File: config.mk
export PLATFORM = sky130hd
export DESIGN_NAME = sp_bank_fifo
export DESIGN_NICKNAME = d
export VERILOG_FILES = /design/src/rtl/sp_bank_fifo.sv
export SDC_FILE = /design/constraint.sdc
export NUM_CORES = 2
export LEC_CHECK = 0
export BUFFER_PORTS_ARGS = -buffer_cell sky130_fd_sc_hd__buf_2
export CAP_MARGIN = 15
export CORE_MARGIN = 2
export CORE_UTILIZATION = 61
export DETAILED_ROUTE_END_ITERATION = 10
export PLACE_DENSITY_LB_ADDON = 0.3
export SLEW_MARGIN = 25
export SYNTH_ARGS = -nofsm -noshare
export SYNTH_HDL_FRONTEND = slang
export SYNTH_SLANG_ARGS = --single-unit
export TNS_END_PERCENT = 100
File: constraint.sdc
create_clock -name CLK -period 10.4 [get_ports CLK]
set_input_delay 1.04 -clock CLK [delete_from_list [all_inputs] [get_ports CLK]]
set_output_delay 1.04 -clock CLK [all_outputs]
set_load 0.1 [all_outputs]
File: src/rtl/sp_bank_fifo.sv
// sp_bank_fifo -- multi-channel scratchpad queue.
//
// One shared write port (wen/wch/wdata) feeds NUM_CH independent circular
// FIFOs, one per bank. Each channel has its own show-ahead read port, flush,
// almost-full, occupancy and sticky overflow/underflow flags.
//
// Ports:
//   CLK, nRST          clock (rising edge), asynchronous active-low reset
//   wen, wch, wdata    write request, target channel, entry
//   ren[NUM_CH]        per-channel pop of the head entry
//   flush[NUM_CH]      per-channel synchronous clear (wins over push/pop)
//   rvalid, rdata      per-channel head valid / head entry (0 when empty);
//                      channel c at rdata[c*DATA_W +: DATA_W]
//   full, afull, count per-channel status; count packed like rdata
//   ovf, udf           per-channel sticky overflow / underflow
//
// Optional feature macro: SP_BANK_FIFO_BYPASS_EN
//   When defined, a write to an empty channel is visible on rvalid/rdata in
//   the same cycle, and a same-cycle pop consumes it without storing it.
//   When undefined, outputs depend on registered state only.

// Single channel: wrap-bit pointers over a DEPTH-entry circular buffer.
module sp_bank_fifo_ch #(
    parameter int DATA_W   = 71,
    parameter int DEPTH    = 8,
    parameter int AFULL_TH = 6,
    localparam int IDX_W   = $clog2(DEPTH),
    localparam int PTR_W   = IDX_W + 1
) (
    input  logic              clk,
    input  logic              rst_n,
    input  logic              push_req,
    input  logic [DATA_W-1:0] wdata,
    input  logic              pop_req,
    input  logic              flush,
    output logic              rvalid,
    output logic [DATA_W-1:0] rdata,
    output logic              full,
    output logic              afull,
    output logic [PTR_W-1:0]  count,
    output logic              ovf,
    output logic              udf
);

    logic [PTR_W-1:0]  wptr_q, wptr_d;
    logic [PTR_W-1:0]  rptr_q, rptr_d;
    logic              ovf_q, ovf_d;
    logic              udf_q, udf_d;
    logic [DATA_W-1:0] mem [DEPTH];

    logic empty, is_full, bypass, do_push;

    assign empty   = (wptr_q == rptr_q);
    // Same slot, opposite lap: writer is one full lap ahead of the reader.
    assign is_full = (wptr_q[IDX_W-1:0] == rptr_q[IDX_W-1:0]) &&
                     (wptr_q[IDX_W] != rptr_q[IDX_W]);

`ifdef SP_BANK_FIFO_BYPASS_EN
    // Gated by reset so that outputs read as zero while nRST is held.
    assign bypass = rst_n && empty && push_req && !flush;
`else
    assign bypass = 1'b0;
`endif

    always_comb begin
        wptr_d  = wptr_q;
        rptr_d  = rptr_q;
        ovf_d   = ovf_q;
        udf_d   = udf_q;
        do_push = 1'b0;
        if (flush) begin
            // Any same-cycle push/pop to this channel is discarded silently.
            wptr_d = '0;
            rptr_d = '0;
            ovf_d  = 1'b0;
            udf_d  = 1'b0;
        end else if (bypass && pop_req) begin
            // Entry passes straight through to the reader; nothing stored.
        end else begin
            if (pop_req) begin
                if (empty) udf_d  = 1'b1;
                else       rptr_d = rptr_q + PTR_W'(1);
            end
            if (push_req) begin
                // A full channel still accepts when the head leaves this cycle.
                if (is_full && !pop_req) begin
                    ovf_d = 1'b1;
                end else begin
                    do_push = 1'b1;
                    wptr_d  = wptr_q + PTR_W'(1);
                end
            end
        end
    end

    always_ff @(posedge clk or negedge rst_n) begin
        if (!rst_n) begin
            wptr_q <= '0;
            rptr_q <= '0;
            ovf_q  <= 1'b0;
            udf_q  <= 1'b0;
        end else begin
            wptr_q <= wptr_d;
            rptr_q <= rptr_d;
            ovf_q  <= ovf_d;
            udf_q  <= udf_d;
        end
    end

    // Storage is not reset; empty slots are never observable.
    always_ff @(posedge clk) begin
        if (do_push) mem[wptr_q[IDX_W-1:0]] <= wdata;
    end

    assign count  = wptr_q - rptr_q;
    assign full   = is_full;
    assign afull  = (count >= PTR_W'(AFULL_TH));
    assign ovf    = ovf_q;
    assign udf    = udf_q;
    assign rvalid = !empty || bypass;
    assign rdata  = !empty ? mem[rptr_q[IDX_W-1:0]] :
                    (bypass ? wdata : '0);

endmodule

module sp_bank_fifo #(
    parameter int DATA_W   = 71,
    parameter int DEPTH    = 8,
    parameter int NUM_CH   = 4,
    parameter int AFULL_TH = 6,
    localparam int CH_W    = $clog2(NUM_CH),
    localparam int CNT_W   = $clog2(DEPTH) + 1
) (
    input  logic                     CLK,
    input  logic                     nRST,
    input  logic                     wen,
    input  logic [CH_W-1:0]          wch,
    input  logic [DATA_W-1:0]        wdata,
    input  logic [NUM_CH-1:0]        ren,
    input  logic [NUM_CH-1:0]        flush,
    output logic [NUM_CH-1:0]        rvalid,
    output logic [NUM_CH*DATA_W-1:0] rdata,
    output logic [NUM_CH-1:0]        full,
    output logic [NUM_CH-1:0]        afull,
    output logic [NUM_CH*CNT_W-1:0]  count,
    output logic [NUM_CH-1:0]        ovf,
    output logic [NUM_CH-1:0]        udf
);

    logic [NUM_CH-1:0] ch_push;

    for (genvar c = 0; c < NUM_CH; c++) begin : g_ch
        assign ch_push[c] = wen && (wch == CH_W'(c));

        sp_bank_fifo_ch #(
            .DATA_W   (DATA_W),
            .DEPTH    (DEPTH),
            .AFULL_TH (AFULL_TH)
        ) u_ch (
            .clk      (CLK),
            .rst_n    (nRST),
            .push_req (ch_push[c]),
            .wdata    (wdata),
            .pop_req  (ren[c]),
            .flush    (flush[c]),
            .rvalid   (rvalid[c]),
            .rdata    (rdata[c*DATA_W +: DATA_W]),
            .full     (full[c]),
            .afull    (afull[c]),
            .count    (count[c*CNT_W +: CNT_W]),
            .ovf      (ovf[c]),
            .udf      (udf[c])
        );
    end

endmodule
# After elaboration in Yosys (flattened, before gate mapping)

Memory sizes are Yosys's and may differ from the RTL's.
Cells that the tools add are included.

Register bits after elaboration: 40
RAM bits: 2272
Bits of input ports: 84
Output and inout bits: 320
Word-level logic and storage cells: 184
Memories kept: 4

Memories:

| name             | words | width | rd ports | clocked after Yosys merged registers in | wr ports | RTL line | text |
|---|---|---|---|---|---|---|---|
| g_ch[0].u_ch.mem | 8     | 71    | 1        | 0                                       | 1        | 49       | `logic [DATA_W-1:0] mem [DEPTH];` |
| g_ch[1].u_ch.mem | 8     | 71    | 1        | 0                                       | 1        | 49       |  |
| g_ch[2].u_ch.mem | 8     | 71    | 1        | 0                                       | 1        | 49       |  |
| g_ch[3].u_ch.mem | 8     | 71    | 1        | 0                                       | 1        | 49       |  |

Add/subtract/negate cells: 12
$lt $le $gt $ge: 4
Equal/unequal tests: 23
Mux-type cells: 72
Reductions and logical operators: 53

Operator list:

| cell                | count |
|---|---|
| $mux 71             | 4 |
| $mux 4              | 24 |
| $mux 1              | 44 |
| $add 4x1->4 const B | 8 |
| $reduce_and 2->1    | 16 |
| $reduce_bool 2->1   | 16 |
| $eq 4x4->1          | 4 |
| $ge 4x3->1 const B  | 4 |
| $ne 2x2->1 const B  | 8 |
| $sub 4x4->4         | 4 |
| $eq 3x3->1          | 4 |
| $logic_and 1x1->1   | 12 |
| $logic_not 1->1     | 8 |
| $eq 2x2->1 const B  | 2 |
| $ne 1x1->1          | 4 |
| $eq 2x1->1 const B  | 1 |
| $logic_not 2->1     | 1 |

# Longest topological paths before layout

Depth after elaboration: 8
Depth in mapped cells: 10

# Modules after synthesis

Synthesis repeated with hierarchy kept, for this count alone.

Cell total of the unflattened synthesis: 3673
Area, all modules: 87893.0 um^2

Modules (own cells, without submodules):

| module                             | instances | cells an instance | area an instance (um^2) |
|---|---|---|---|
| sp_bank_fifo_ch (g_ch[1].u_ch ...) | 2         | 923               | 21932.3 |
| sp_bank_fifo_ch (g_ch[0].u_ch)     | 1         | 911               | 22108.7 |
| sp_bank_fifo_ch (g_ch[3].u_ch)     | 1         | 912               | 21882.2 |
| sp_bank_fifo                       | 1         | 4                 | 37.5 |

# Least setup slack after synthesis

Ideal clock, no wire load.

Path kind: reg2reg
Start point: register g_ch[3].u_ch.rptr_q[1]
End point: memory g_ch[3].u_ch.mem[6][0], enable pin
Library setup time: 0.700 ns
Arrival time: 8.954 ns
Required time: 9.700 ns
Path slack: 0.746 ns
Cell stages (with the launch flop): 9
Clock period less this slack: 9.654 ns
Path through: dfrtp_1 buf_2 buf_2 buf_2 inv_1 ha_1 nand3_1 o31ai_4 nor4b_1

Cells in the longest elaborated chain, start to end: 8

Ends and longest elaborated chain:

| what                         | RTL line | text |
|---|---|---|
| from (decl)                  | 46       | `logic [PTR_W-1:0] rptr_q, rptr_d;` |
| from (signal assigned)       | 104      | `rptr_q <= rptr_d;` |
| $eq 3x3->1                   | 55       | `assign is_full = (wptr_q[IDX_W-1:0] == rptr_q[IDX_W-1:0]) &&` |
| $logic_and 1x1->1            | 55       |  |
| $logic_and 1x1->1            | 86       | `if (is_full && !pop_req) begin` |
| $mux 1                       | 86       |  |
| $mux 1                       | 84       | `if (push_req) begin` |
| $mux 1                       | 71       | `if (flush) begin` |
| $mux 1                       | 112      | `if (do_push) mem[wptr_q[IDX_W-1:0]] <= wdata;` |
| $mux 1 (implied by the code) | 112      |  |
| to (decl)                    | 49       |  |

Every way passes these cells.

# Worst setup path in the final report

Start point: register g_ch[0].u_ch.rptr_q[0]
End point: output port rdata[57]

Cells in the longest elaborated chain, start to end: 2

Ends and longest elaborated chain:

| what                                       | RTL line | text |
|---|---|---|
| from (decl)                                | 46       |  |
| from (signal assigned)                     | 104      |  |
| $mem_v2 8x71 or $eq 4x4->1 (tied branches) | -        |  |
| $mux 71 *                                  | 121      | `assign rdata = !empty ? mem[rptr_q[IDX_W-1:0]] :` |
| to (decl)                                  | 142      | `output logic [NUM_CH*DATA_W-1:0] rdata,` |

Every way passes the cells marked *; elsewhere a longest branch is shown, timed or not.

==> results.cfg <==
[clock_tree]
post_cts_buffers = 0
ctsHoldBuffers = 0
cts.clk_slew.worst_paths_ns = 0.06
clock_latency_ns = 0.83
numCtsBuffers = 216
clkSinkCount = 2312
cts_tree = yes
ctsResizeCount = 0
htreeDepth = 4
cts_buffer_depth = 3
root_buffer = clkbuf_16

[power_and_ir_drop]
ir_worst_vdd_mv = 0.201
power.share.clock_pct = 37.4
switchingPower_w = 0.00558
internal_power_w = 0.0155
seq_power_share_pct = 49.0
switching_share_pct = 26.5
p_leak_nw = 31.8
p_per_area_nw_per_um2 = 213
p_comb_share_pct = 13.6

[critical_path]
startpoint_type = flip-flop
arrival_ns = 4.60
cp.required_ns = 9.36
worstSetupPathType = flip-flop to primary output
end_kind = primary output
startpoint = g_ch[0].u_ch.rptr_q[0]
path_max_fanout = 45
timing.rr.start = g_ch[2].u_ch.rptr_q[1]
r2r_cells = 8

[die]
die_x_um = 383
die-area_um2 = 147000
dieHeight_um = 383
ios = 404
start_util_pct = 61.3
coreArea_um2 = 143000
rows = 139

[timing]
final.setup.tns_ns = 0
period_share_pct = 54.2
rsz0062_at_grt = false
clock.fmax_mhz = 177
worst_pin_slew_ns = 0.968
finalSetupViolCount = 0
fin_skew_ns = 0.0303
slew-limit-headroom_pct = 35.4
final.setup.worst_slack_ns = 4.76
period_needed_ns = 5.64
slew_viol_final = 0
timing.final.hold_violations = 0

[synth]
synth_top_family_by_area = multiplexers
synthFlopType = edfxtp_1
synthArstFlopShare_pct = 1.73
netlist_area_um2 = 87700
synth-simple-area-share_pct = 0.850
synth_compound_area_share_pct = 3.29
ys_warn_count = 0
ys_types = 49
synth-edff-count = 2272
synthesis.instances = 3662
syn_avg_cell_area_um2 = 24.0
synthXorXnorAreaFrac_pct = 0.344
syn_nets = 3770
synth_fa_ha_area_share_pct = 0.377
synth.area.mux_share_pct = 14.7
ys_ff_latch = 2312
ys_seq_area_share_pct = 78.9

[cells_and_area]
regArea_um2 = 69300
multi_input_area_um2 = 17400
fin_nets = 4275
synthToLayoutAreaGrowth_pct = 12.9
fill_cells = 8312
layout-drive-gt1-share_pct = 33.1
design_area_um2 = 99100
fin_util_pct = 69.2

[detailed_routing]
wl_mm = 198
vias_per_cell = 6.58
dr.pass1.iters = 5
num_vias = 41200
drc = 0
first_iter_violations = 4282
antenna_left = 0
wl_per_cell_um = 31.6

[place]
portBuffers = 403
gp_congestion = 0.850
post-dp-hpwl_mm = 111
dp_slack_ns = 5.42
post_dp_cell_area_um2 = 91900

[worst_hold_path]
hold_path_class = primary input to asynchronous set/reset pin

[global_routing]
grt_max_degree = 73
grt.total_usage_pct = 27.4
antenna_found_initial = 3
grt_pass1_vias = 42200
grt_pass1_wl_mm = 288
grt_overflow_total = 0

[job]
max-cap-violations = 0

[run_status]
status = complete, no violations
## stage by stage
step           std cells  total power, W  hold slack [ns]
6_report            6262          0.0211            0.197
2_1_floorplan       3662          0.0128            0.464
3_3_place_gp        5851          0.0134            0.483
4_1_cts             6258          0.0212            0.352
3_5_place_dp        5851          0.0134            0.501
5_1_grt             6261          0.0216            0.206
## flip-flops by register name, summed over array words and instances, names as in the netlist
register and flops:
g_ch.u_ch.ovf 4, g_ch.u_ch.udf 4, g_ch.u_ch.mem 2272, g_ch.u_ch.wptr_q 16, g_ch.u_ch.rptr_q 16
## synth_stat cells (3+ instances only)
cell         n  area share [%]
a21bo_2      3           0.034
a21o_1       4           0.034
a21oi_1     22            0.13
a21oi_2      5           0.050
a22o_1     284             2.8
a31oi_1      3           0.021
and3_1       5           0.036
buf_2      115            0.66
buf_4       22            0.19
buf_6       29            0.37
clkbuf_1    50            0.21
dfrtp_1     40             1.1
edfxtp_1  2272              78
fa_1         4           0.091
ha_1        20            0.29
inv_1       26            0.11
mux2_2       3           0.039
mux2i_1      5           0.057
mux4_2     568              15
nand2_1     15           0.064
nand2b_1     6           0.043
nand3_1     11           0.063
nand4_1      4           0.029
nor2_1      49            0.21
nor2b_1      3           0.021
nor3_1      14           0.080
nor4_1       5           0.036
nor4b_1      7           0.070
nor4bb_1     3           0.034
o21ai_0      6           0.034
o31ai_4      4           0.097
or2_2        6           0.043
xnor2_1     17            0.17
xnor2_2      3           0.056
xor2_1      10            0.10
## kinds of logic (layout without fill, tap and decap cells)
logic type               count (synthesis)  count (layout)
AO/OA/AOI/OAI                          336             336
XOR/XNOR                                31              31
adder cells (fa/ha/maj)                 24              24
buffers and inverters                  243             937
flip-flops                            2312            2312
multiplexers                           576             576
other                                    0               3
AND/OR/NAND/NOR                        140             140
## power by group through the flow
stage	clock, W	combinational, W	sequential (W)
2_1_floorplan	0	0.00230	0.0105
3_3_place_gp	0	0.00286	0.0105
3_5_place_dp	0	0.00288	0.0105
4_1_cts	0.00798	0.00289	0.0103
5_1_grt	0.00831	0.00298	0.0103
6_report	0.00786	0.00287	0.0103
## worst max-delay path: stages (launching register included)
cell	delay [ns]
dfrtp_4	0.89
buf_4	0.82
buf_4	0.77
mux4_2	0.59
a22o_1	0.29
buf_2	0.33
## area by class of cell
type / count / area share [%]
Clock buffer: 268 / 5.74
Sequential cell: 2312 / 69.9
Timing Repair Buffer: 504 / 2.83
Antenna cell: 3 / 0.00758
Inverter: 26 / 0.0985
Clock inverter: 139 / 1.45
Multi-Input combinational cell: 1107 / 17.6
Tap cell: 1903 / 2.40
## metal layers
metal / up-vias / track usage, % / part of all wire [%]
li1: 16800 / - / -
met1: 22100 / 36.8 / 37
met2: 1973 / 45.2 / 51
met3: 305 / 6.51 / 9.3
met4: 0 / 8.16 / 2.7
met5: - / 0 / 0
## final timing paths
kind                            slack (ns)                 endpoint
worst max register to register        6.67  g_ch[2].u_ch.mem[4][31]
min in group CLK                      0.52         g_ch[1].u_ch.udf
worst min-delay path                  0.20   g_ch[1].u_ch.rptr_q[1]
worst min register to register        0.52         g_ch[1].u_ch.udf
worst max-delay path                  4.76                rdata[57]
max in group asynchronous             9.75   g_ch[0].u_ch.rptr_q[0]
## layout by cell type (no fill, tap or decap), types with 7 or more instances in the layout
| cell | n |
|---|---|
| a22o_1 | 284 |
| dfrtp_4 | 8 |
| nand2_1 | 15 |
| buf_2 | 402 |
| buf_4 | 100 |
| nand3_1 | 11 |
| xor2_1 | 10 |
| inv_1 | 26 |
| nor3_2 | 11 |
| nor2_4 | 10 |
| a21oi_1 | 22 |
| clkinv_2 | 29 |
| dfrtp_1 | 32 |
| clkbuf_1 | 48 |
| xnor2_1 | 16 |
| clkinv_1 | 62 |
| ha_1 | 20 |
| mux4_2 | 568 |
| bufinv_16 | 26 |
| nor2_1 | 41 |
| clkbuf_16 | 220 |
| edfxtp_1 | 2272 |
| nor4b_2 | 7 |
(Power assumes the default switching activity.)
